$ cat src/rtl/ecc_enc_pipe.sv
// Two-stage SECDED (extended Hamming) encoder pipeline.
// Multi-lane, valid/ready on both sides, with optional error injection.
module ecc_enc_pipe #(
  parameter int K      = 32,
  parameter int LANES  = 2,
  parameter int P0_LSB = 1,
  parameter int CNT_W  = 32,
  localparam int M =
    (K <= 1)    ? 2  :
    (K <= 4)    ? 3  :
    (K <= 11)   ? 4  :
    (K <= 26)   ? 5  :
    (K <= 57)   ? 6  :
    (K <= 120)  ? 7  :
    (K <= 247)  ? 8  :
    (K <= 502)  ? 9  :
    (K <= 1013) ? 10 :
    (K <= 2036) ? 11 :
    (K <= 4083) ? 12 : 13,
  localparam int N  = M + K,
  localparam int W  = N + 1,
  localparam int PW = $clog2(W)
) (
  input  logic                 clk_i,
  input  logic                 rst_i,
  input  logic [LANES*K-1:0]   d_i,
  input  logic                 valid_i,
  output logic                 ready_o,
  input  logic [1:0]           inj_mode_i,
  input  logic [PW-1:0]        inj_pos_i,
  output logic [LANES*W-1:0]   q_o,
  output logic                 valid_o,
  input  logic                 ready_i,
  output logic [CNT_W-1:0]     cnt_o
);

  // Data bits go to non-power-of-2 positions; parity bits then
  // cover every position with their index bit set.
  function automatic logic [W-1:0] encode(
    input logic [K-1:0] d
  );
    logic [N:1] cw;
    logic       par;
    logic       p0;
    int         j;
    cw = '0;
    j  = 0;
    for (int p = 1; p <= N; p++) begin
      if ((p & (p - 1)) != 0) begin
        cw[p] = d[j];
        j++;
      end
    end
    for (int i = 0; i < M; i++) begin
      par = 1'b0;
      for (int p = 1; p <= N; p++) begin
        if (p[i]) par ^= cw[p];
      end
      cw[1 << i] = par;
    end
    p0 = ^cw;
    if (P0_LSB != 0) return {cw, p0};
    else             return {p0, cw};
  endfunction

  // Flip pattern on the final word; positions past the word are ignored.
  function automatic logic [W-1:0] inj_mask(
    input logic [1:0]    mode,
    input logic [PW-1:0] pos
  );
    logic [W-1:0] mk;
    int           ip;
    mk = '0;
    ip = int'(pos);
    if (ip < W) begin
      case (mode)
        2'b01: mk[ip] = 1'b1;
        2'b10: begin
          mk[ip]           = 1'b1;
          mk[(ip + 1) % W] = 1'b1;
        end
        default: mk = '0;
      endcase
    end
    return mk;
  endfunction

  logic               s1_full;
  logic [LANES*K-1:0] s1_d;
  logic [1:0]         s1_mode;
  logic [PW-1:0]      s1_pos;
  logic               s2_full;
  logic               s2_open;
  logic               s1_take;
  logic [W-1:0]       flip;
  logic [LANES*W-1:0] enc_w;

  // Handshake: a stage opens when empty or draining this cycle.
  always_comb begin
    s2_open = !s2_full | ready_i;
    ready_o = !rst_i & (!s1_full | s2_open);
    s1_take = valid_i & ready_o;
  end

  // Stage 1 captures raw data and injection controls.
  always_ff @(posedge clk_i) begin
    if (rst_i) begin
      s1_full <= 1'b0;
      s1_d    <= '0;
      s1_mode <= '0;
      s1_pos  <= '0;
    end else begin
      s1_full <= s1_take | (s1_full & !s2_open);
      if (s1_take) begin
        s1_d    <= d_i;
        s1_mode <= inj_mode_i;
        s1_pos  <= inj_pos_i;
      end
    end
  end

  // Encode every lane and apply the shared injection pattern.
  always_comb begin
    enc_w = '0;
    flip  = inj_mask(s1_mode, s1_pos);
    for (int l = 0; l < LANES; l++) begin
      enc_w[l*W +: W] = encode(s1_d[l*K +: K]) ^ flip;
    end
  end

  // Stage 2 holds the codewords; q only changes when a beat loads.
  always_ff @(posedge clk_i) begin
    if (rst_i) begin
      s2_full <= 1'b0;
      q_o     <= '0;
    end else if (s2_open) begin
      s2_full <= s1_full;
      if (s1_full) q_o <= enc_w;
    end
  end

  assign valid_o = s2_full;

  // Count output transfers, wrapping naturally.
  always_ff @(posedge clk_i) begin
    if (rst_i) cnt_o <= '0;
    else if (s2_full & ready_i) cnt_o <= cnt_o + 1'b1;
  end

endmodule

$ cat config.mk
export PLATFORM = sky130hd
export DESIGN_NAME = ecc_enc_pipe
export DESIGN_NICKNAME = d
export VERILOG_FILES = /design/src/rtl/ecc_enc_pipe.sv
export SDC_FILE = /design/constraint.sdc
export NUM_CORES = 1
export LEC_CHECK = 0
export ABC_AREA = 1
export CELL_PAD_IN_SITES_DETAIL_PLACEMENT = 0
export CELL_PAD_IN_SITES_GLOBAL_PLACEMENT = 1
export CORE_MARGIN = 4
export CORE_UTILIZATION = 41
export DETAILED_ROUTE_END_ITERATION = 10
export PLACE_DENSITY = 0.93
export RECOVER_POWER = 25
export SETUP_SLACK_MARGIN = 0.15
export SYNTH_ARGS = -nofsm -noshare
export SYNTH_HDL_FRONTEND = slang
export SYNTH_SLANG_ARGS = --single-unit
$ cat constraint.sdc
create_clock -name clk_i -period 5.84 [get_ports clk_i]
set_clock_uncertainty 0.15 [all_clocks]
set_input_delay 0.876 -clock clk_i [delete_from_list [all_inputs] [get_ports clk_i]]
set_output_delay 0.876 -clock clk_i [all_outputs]
set_load 0.05 [all_outputs]
==> results of run 1 <==
[stage by stage]
| stage | util | area, um^2 | power, mW | cells | setup slack [ps] |
|---|---|---|---|---|---|
| final | 0.510 | 14700 | 3.95 | 2547 | 1010 |
| after global placement | 0.490 | 14200 | 2.76 | 2515 | 1650 |
| after detailed placement | 0.490 | 14200 | 2.77 | 2515 | 1500 |
| after global routing | 0.510 | 14700 | 4.15 | 2547 | 954 |
| after floorplan | - | 12100 | 2.34 | 2027 | 2570 |
| after CTS | 0.510 | 14700 | 3.96 | 2547 | 1510 |
[per-layer routing]
layer / up-vias / global-route usage
met3: 74 / 0.0253
li1: 6590 / -
met1: 6124 / 0.374
met2: 489 / 0.454
met4: 0 / 0.105
met5: - / 0
[area by class of cell]
| type | instances | area share |
|---|---|---|
| Multi-Input combinational cell | 1494 | 0.480 |
| Sequential cell | 184 | 0.250 |
| Timing Repair Buffer | 193 | 0.131 |
| Inverter | 260 | 0.0664 |
| Tap cell | 384 | 0.0326 |
| Clock buffer | 18 | 0.0291 |
| Clock inverter | 14 | 0.0103 |
[cell families after synthesis]
logic type	synth area share
AND/OR/NAND/NOR	0.443
buffers and inverters	0.112
flip-flops	0.305
AO/OA/AOI/OAI	0.0751
XOR/XNOR	0.0577
adder cells (fa/ha/maj)	0.00829
[cells in the mapped netlist (2+ instances only)]
master and n:
buf_4 5, buf_2 9, ha_1 8, nand4_1 18
o21ai_1 10, o21ai_0 21, inv_2 6, nand2_1 726
clkinv_1 2, xor2_1 43, xnor2_1 34, a21oi_1 20
nor2_4 3, nand2_2 17, nand3_1 230, clkbuf_1 64
o21ai_2 4, a31oi_1 2, nand3b_1 6, nor4_1 12
dfxtp_1 184, nand2_4 2, nor2_2 3, nor2_1 226
buf_1 10, nand3_2 4, o31ai_1 72, o21a_1 4
inv_1 252, nor3_1 17, or4_1 2
[worst max-delay path: cells and delay by family]
kind | cells | cell delay, ps
simple gates | 1 | 350
buf+inv | 4 | 2550
[flip-flops by register name (all words and copies together), names as in the netlist]
register,flops
cnt_o,32
q_o,78
s1_d,64
s1_full,1
s1_mode,2
s1_pos,6
valid_o,1
[report_power, final]
group,leakage [nW],internal (mW),total [mW],switching [mW]
registers,1.51,1.33,1.45,0.116
logic,5.24,0.416,1.30,0.882
clock network,0.275,0.577,1.20,0.624
[worst min path at each step]
| stage | to | cells past startpoint | slack, ps | from |
|---|---|---|---|---|
| finish | valid_o | 2 | 340 | s1_full |
| CTS | valid_o | 2 | 340 | s1_full |
| global placement | valid_o | 2 | 310 | s1_full |
| detailed placement | valid_o | 2 | 320 | s1_full |
| floorplan | valid_o | 2 | 300 | s1_full |
| global route | valid_o | 2 | 350 | s1_full |
[cells in the final DEF (no fill, tap or decap), types with 3 or more instances in the layout]
| cell | instances |
|---|---|
| nor3_1 | 17 |
| o31ai_1 | 72 |
| inv_1 | 251 |
| inv_6 | 4 |
| dlygate4sd3_1 | 55 |
| buf_4 | 3 |
| nor4_1 | 12 |
| nand3_1 | 230 |
| nand2_2 | 17 |
| dfxtp_1 | 184 |
| xnor2_1 | 34 |
| ha_1 | 8 |
| o21a_1 | 4 |
| clkbuf_16 | 17 |
| clkinvlp_4 | 3 |
| inv_2 | 6 |
| nor2_2 | 3 |
| nor2_4 | 4 |
| o21ai_1 | 10 |
| nor2_1 | 225 |
| nand3b_1 | 6 |
| nand4_1 | 18 |
| clkdlybuf4s50_1 | 131 |
| a21oi_1 | 19 |
| xor2_1 | 43 |
| nand3_2 | 4 |
| nand2_1 | 726 |
| o21ai_2 | 4 |
| o21ai_0 | 21 |
| inv_8 | 4 |
==> results_dict.tcl, run 1 <==
set metrics [dict create \
    critical_path.cell_chain "clkbuf_2 -> inv_1 -> nand2_1 -> inv_1 -> clkdlybuf4s50_1" \
    synth-edff-count 0 \
    grt_max_degree 120 \
    timing.rr.start "s1_pos[1]" \
    cts-root-buf "clkbuf_16" \
    yosysTopAreaCellShare 0.305 \
    end_kind "output port" \
    syn-instance-count 2027 \
    wl_met1_mm 20.4 \
    tightest_slew_ps 3000 \
    cts_tree "done" \
    io_buffer_count 187 \
    holdWs_ps 342 \
    async_flop_share 0 \
    cts_buffers 17 \
    fin_crit_ps 4830 \
    gp_congestion 0.940 \
    synth.net_count 2111 \
    peakVddDrop_uv 180 \
    initial_core_util 0.419 \
    regToRegSetupSlack_ps 1350 \
    highest_layer "met4" \
    clock.fmax_mhz 207 \
    cts_resized 0 \
    die_w_um 180 \
    cts_max_level 4 \
    ff2ff_path_depth 18 \
    avgSynthCellArea_um2 5.96 \
    critPathRequiredTime_ps 4810 \
    drive_gt1_frac 0.0393 \
    drt_wl_total_mm 46.3 \
    dieArea_um2 32300 \
    synth_area_um2 12100 \
    power.leakage_nw 7.02 \
    finalCritPeriodShare 0.827 \
    cp_slowest_stage_delay_ps 970 \
    arrival_ps 3800 \
    grt_overflow 0 \
    rows 62 \
    outcome "finished, violations left" \
    drt_iter0_drc 1260 \
    wl_per_cell_um 18.2 \
    grt_pass1_vias 12043 \
    synth_seq_area_share 0.305 \
    wl_met3_mm 2.88 \
    layout.area.seq_um2 3680 \
    ys_types 42 \
    setup-tns-final_ps 0 \
    num_vias 13277 \
    clock_sinks 184 \
    dr_wl_met2_mm 21.3 \
    critical_path_class "input port to output port" \
    cp_common_cell "inv_1" \
    maxCapViolations 1 \
    synth_flop_cell "dfxtp_1" \
    layout.nets 2234 \
    clock_path_buffers 2 \
    drv_slew 59 \
    vias_per_cell 5.21 \
    timing.rr.end "q_o[35]" \
    io_pins 188 \
    rsz0062_at_grt "false" \
    yosysWarnings 0 \
    core-area_um2 28900 \
    post-cts-setup-buffers 0 \
    synthTopCellsByArea "dfxtp_1 (30%), nand2_1 (23%), nand3_1 (9.5%)" \
    syn2layout_area_growth_pct 21.9 \
    dp_hpwl_mm 35.7 \
    crit_end "ready_o" \
    hold_buffers 0 \
    final_hold_viol_count 0 \
    ys_ff_latch 184 \
    hold_class "flop to flop" \
    critPathLaunchType "input port" \
    clkSlewWorstSetupHoldPaths_ps 80 \
    slowest_stage "clkbuf_2" \
    power_density_nw_per_um2 268 \
    multi_input_area_um2 7070 \
    ant_nets 0 \
    grt_pass1_wl_mm 70.5 \
    finalSetupViolCount 0 \
    fp.dieH_um 180 \
    cp_max_fo 51 \
    startpoint "rst_i" \
    fillers 3041 \
    clk_latency_ps 440 \
    synth_area_leader_cell "dfxtp_1" \
    antenna_found_initial 0 \
    relSlewSlack -0.999 \
    violations "capacitance limit, slew limit" \
    diodes 0 \
    drc 0 \
    drt_pass1_iterations 6 \
    track_usage 0.275 \
]
(Power assumes the default switching activity.)
==> run 2: changes to the inputs <==
--- a/config.mk
+++ b/config.mk
@@ -9,9 +9,9 @@
 export CELL_PAD_IN_SITES_DETAIL_PLACEMENT = 0
 export CELL_PAD_IN_SITES_GLOBAL_PLACEMENT = 1
 export CORE_MARGIN = 4
-export CORE_UTILIZATION = 41
+export CORE_UTILIZATION = 38
 export DETAILED_ROUTE_END_ITERATION = 10
-export PLACE_DENSITY = 0.93
+export PLACE_DENSITY = 0.88
 export RECOVER_POWER = 25
 export SETUP_SLACK_MARGIN = 0.15
 export SYNTH_ARGS = -nofsm -noshare
==> constraint.sdc (replaced) <==
create_clock -name clk_i -period 5.1 [get_ports clk_i]
set_clock_uncertainty 0.15 [all_clocks]
set_input_delay 0.765 -clock clk_i [delete_from_list [all_inputs] [get_ports clk_i]]
set_output_delay 0.765 -clock clk_i [all_outputs]
set_load 0.05 [all_outputs]
==> run 2 against run 1 <==
The flow still finishes with violations (capacitance limit, slew limit). Largest cell class unchanged. Total power is 16% higher. Utilization is 4.0 points lower. First-iteration DRC count is 10% lower. Critical path type is now flop to flop. Register-to-register slack worse by 670 ps.
==> results_dict.tcl, run 2 (synthesis results as in run 1) <==
set metrics [dict create \
    track_usage 0.263 \
    final_hold_viol_count 0 \
    rows 65 \
    vias_per_cell 5.09 \
    setup_ws_ps 679 \
    cts_resized 0 \
    dp_hpwl_mm 36.0 \
    cp_max_fo 13 \
    cts_max_level 4 \
    relSlewSlack -0.486 \
    layout_common_cells "nand2_1 (726), inv_1 (251), nand3_1 (230), nor2_1 (225), dfxtp_1 (184)" \
    p_seq_frac 0.362 \
    clock_path_buffers 2 \
    post-cts-setup-buffers 0 \
    io_pins 188 \
    outcome "finished, violations left" \
    diodes 0 \
    finalSetupViolCount 0 \
    p_sw_mw 1.82 \
    largest_reg_flops 78 \
    num_vias 13070 \
    drive_gt1_frac 0.0411 \
    critPathLaunchType "flop" \
    peakVddDrop_uv 224 \
    grt_max_degree 145 \
    drt_wl_total_mm 46.9 \
    grt_pass1_vias 12242 \
    ant_nets 0 \
    cts_buffers 17 \
    final_util 0.470 \
    grt_pass1_wl_mm 71.7 \
    comb_power_share 0.327 \
    setup-tns-final_ps 0 \
    syn2layout_area_growth_pct 22.6 \
    fillers 3310 \
    reg_top3 "q_o (78), s1_d (64), cnt_o (32)" \
    switching_share 0.398 \
    drt_pass1_iterations 6 \
    critPathRequiredTime_ps 5310 \
    tightest_slew_ps 2230 \
    arrival_ps 4630 \
    place_ws_ps 725 \
    fp.dieH_um 186 \
    grt_overflow 0 \
    regMostFlops "q_o" \
    cts-root-buf "clkbuf_16" \
    initial_core_util 0.384 \
    wl_per_cell_um 18.3 \
    drt_iter0_drc 1133 \
    hold_buffers 0 \
    drc 0 \
    rsz0062_at_grt "false" \
    end_kind "flop" \
    die_w_um 186 \
    maxCapViolations 1 \
    regToRegSetupSlack_ps 680 \
    io_buffer_count 187 \
    critical_path_class "flop to flop" \
    clock_sinks 184 \
    core-area_um2 31500 \
    antenna_found_initial 0 \
    p_clk_frac 0.311 \
    layout_commonest_cell "nand2_1" \
    gp_congestion 0.977 \
    drv_slew 96 \
    dieArea_um2 34700 \
    cts_tree "done" \
    clk_latency_ps 470 \
    hold_class "flop to flop" \
    clock.fmax_mhz 226 \
    power.leakage_nw 6.98 \
    clkSlewWorstSetupHoldPaths_ps 90 \
    power_density_nw_per_um2 310 \
    fin_crit_ps 4420 \
    internal-power_mw 2.77 \
    layout.nets 2237 \
    finalCritPeriodShare 0.867 \
    violations "capacitance limit, slew limit" \
]
## run 2: cell types whose count changed in the layout (fill, tap and decap cells not counted), moves of 2 or more
cell,previous run,this run
clkdlybuf4s50_1,131,157
buf_4,3,5
dlygate4sd3_1,55,29
bufinv_16,0,2
clkinv_8,2,0
## run 2: critical path, stage by stage, from the launching register on
cell      delay, ps
dfxtp_1         570
clkinv_1        330
ha_1            410
o311ai_0        370
ha_1            290
o21ai_0         190
nand2_1         110
inv_2           130
nand2_4         120
inv_1           100
nand2_1          60
nand2_2         150
nand3_2         230
o21ai_1         560
nand2_1         260
nand2_1         110
nand3_1          70
nand2_1          70
inv_1            40
## run 2: cell type report
class / count / area [um^2] / share of cell area
multi-input combinational: 1494 / 7070 / 0.477
sequential: 184 / 3680 / 0.249
timing repair buffer: 196 / 1970 / 0.133
inverter: 260 / 978 / 0.0661
tap: 402 / 503 / 0.0340
clock buffer: 19 / 443 / 0.0299
clock inverter: 13 / 159 / 0.0107
## run 2: metal layers
| layer | GRT usage | share of wire |
|---|---|---|
| met1 | 0.352 | 0.44 |
| met2 | 0.420 | 0.45 |
| met3 | 0.0430 | 0.065 |
| met4 | 0.119 | 0.047 |
| met5 | 0 | 0 |
## run 2: path summary, 6_finish.rpt
check | from | end | depth (start not counted)
setup / recovery | s1_pos[1] | q_o[63] | 18
hold reg to reg | s1_full | valid_o | 2
hold / removal | s1_full | valid_o | 2
setup reg to reg | s1_pos[1] | q_o[63] | 18
## run 2: power by group through the flow
stage          sequential [mW]  clock (mW)  combinational [mW]
6_report                  1.66        1.43                1.50
5_1_grt                   1.67        1.50                1.67
4_1_cts                   1.66        1.44                1.50
3_5_place_dp              1.69           0                1.49
3_3_place_gp              1.69           0                1.48
2_1_floorplan             1.79           0               0.899
## run 2: through the flow
step	total power, mW	hold WS (ps)	area [um^2]	std cells
2_1_floorplan	2.68	301	12100	2027
3_3_place_gp	3.18	309	14200	2536
3_5_place_dp	3.19	323	14200	2536
4_1_cts	4.60	335	14800	2568
5_1_grt	4.84	359	14800	2568
6_report	4.59	332	14800	2568
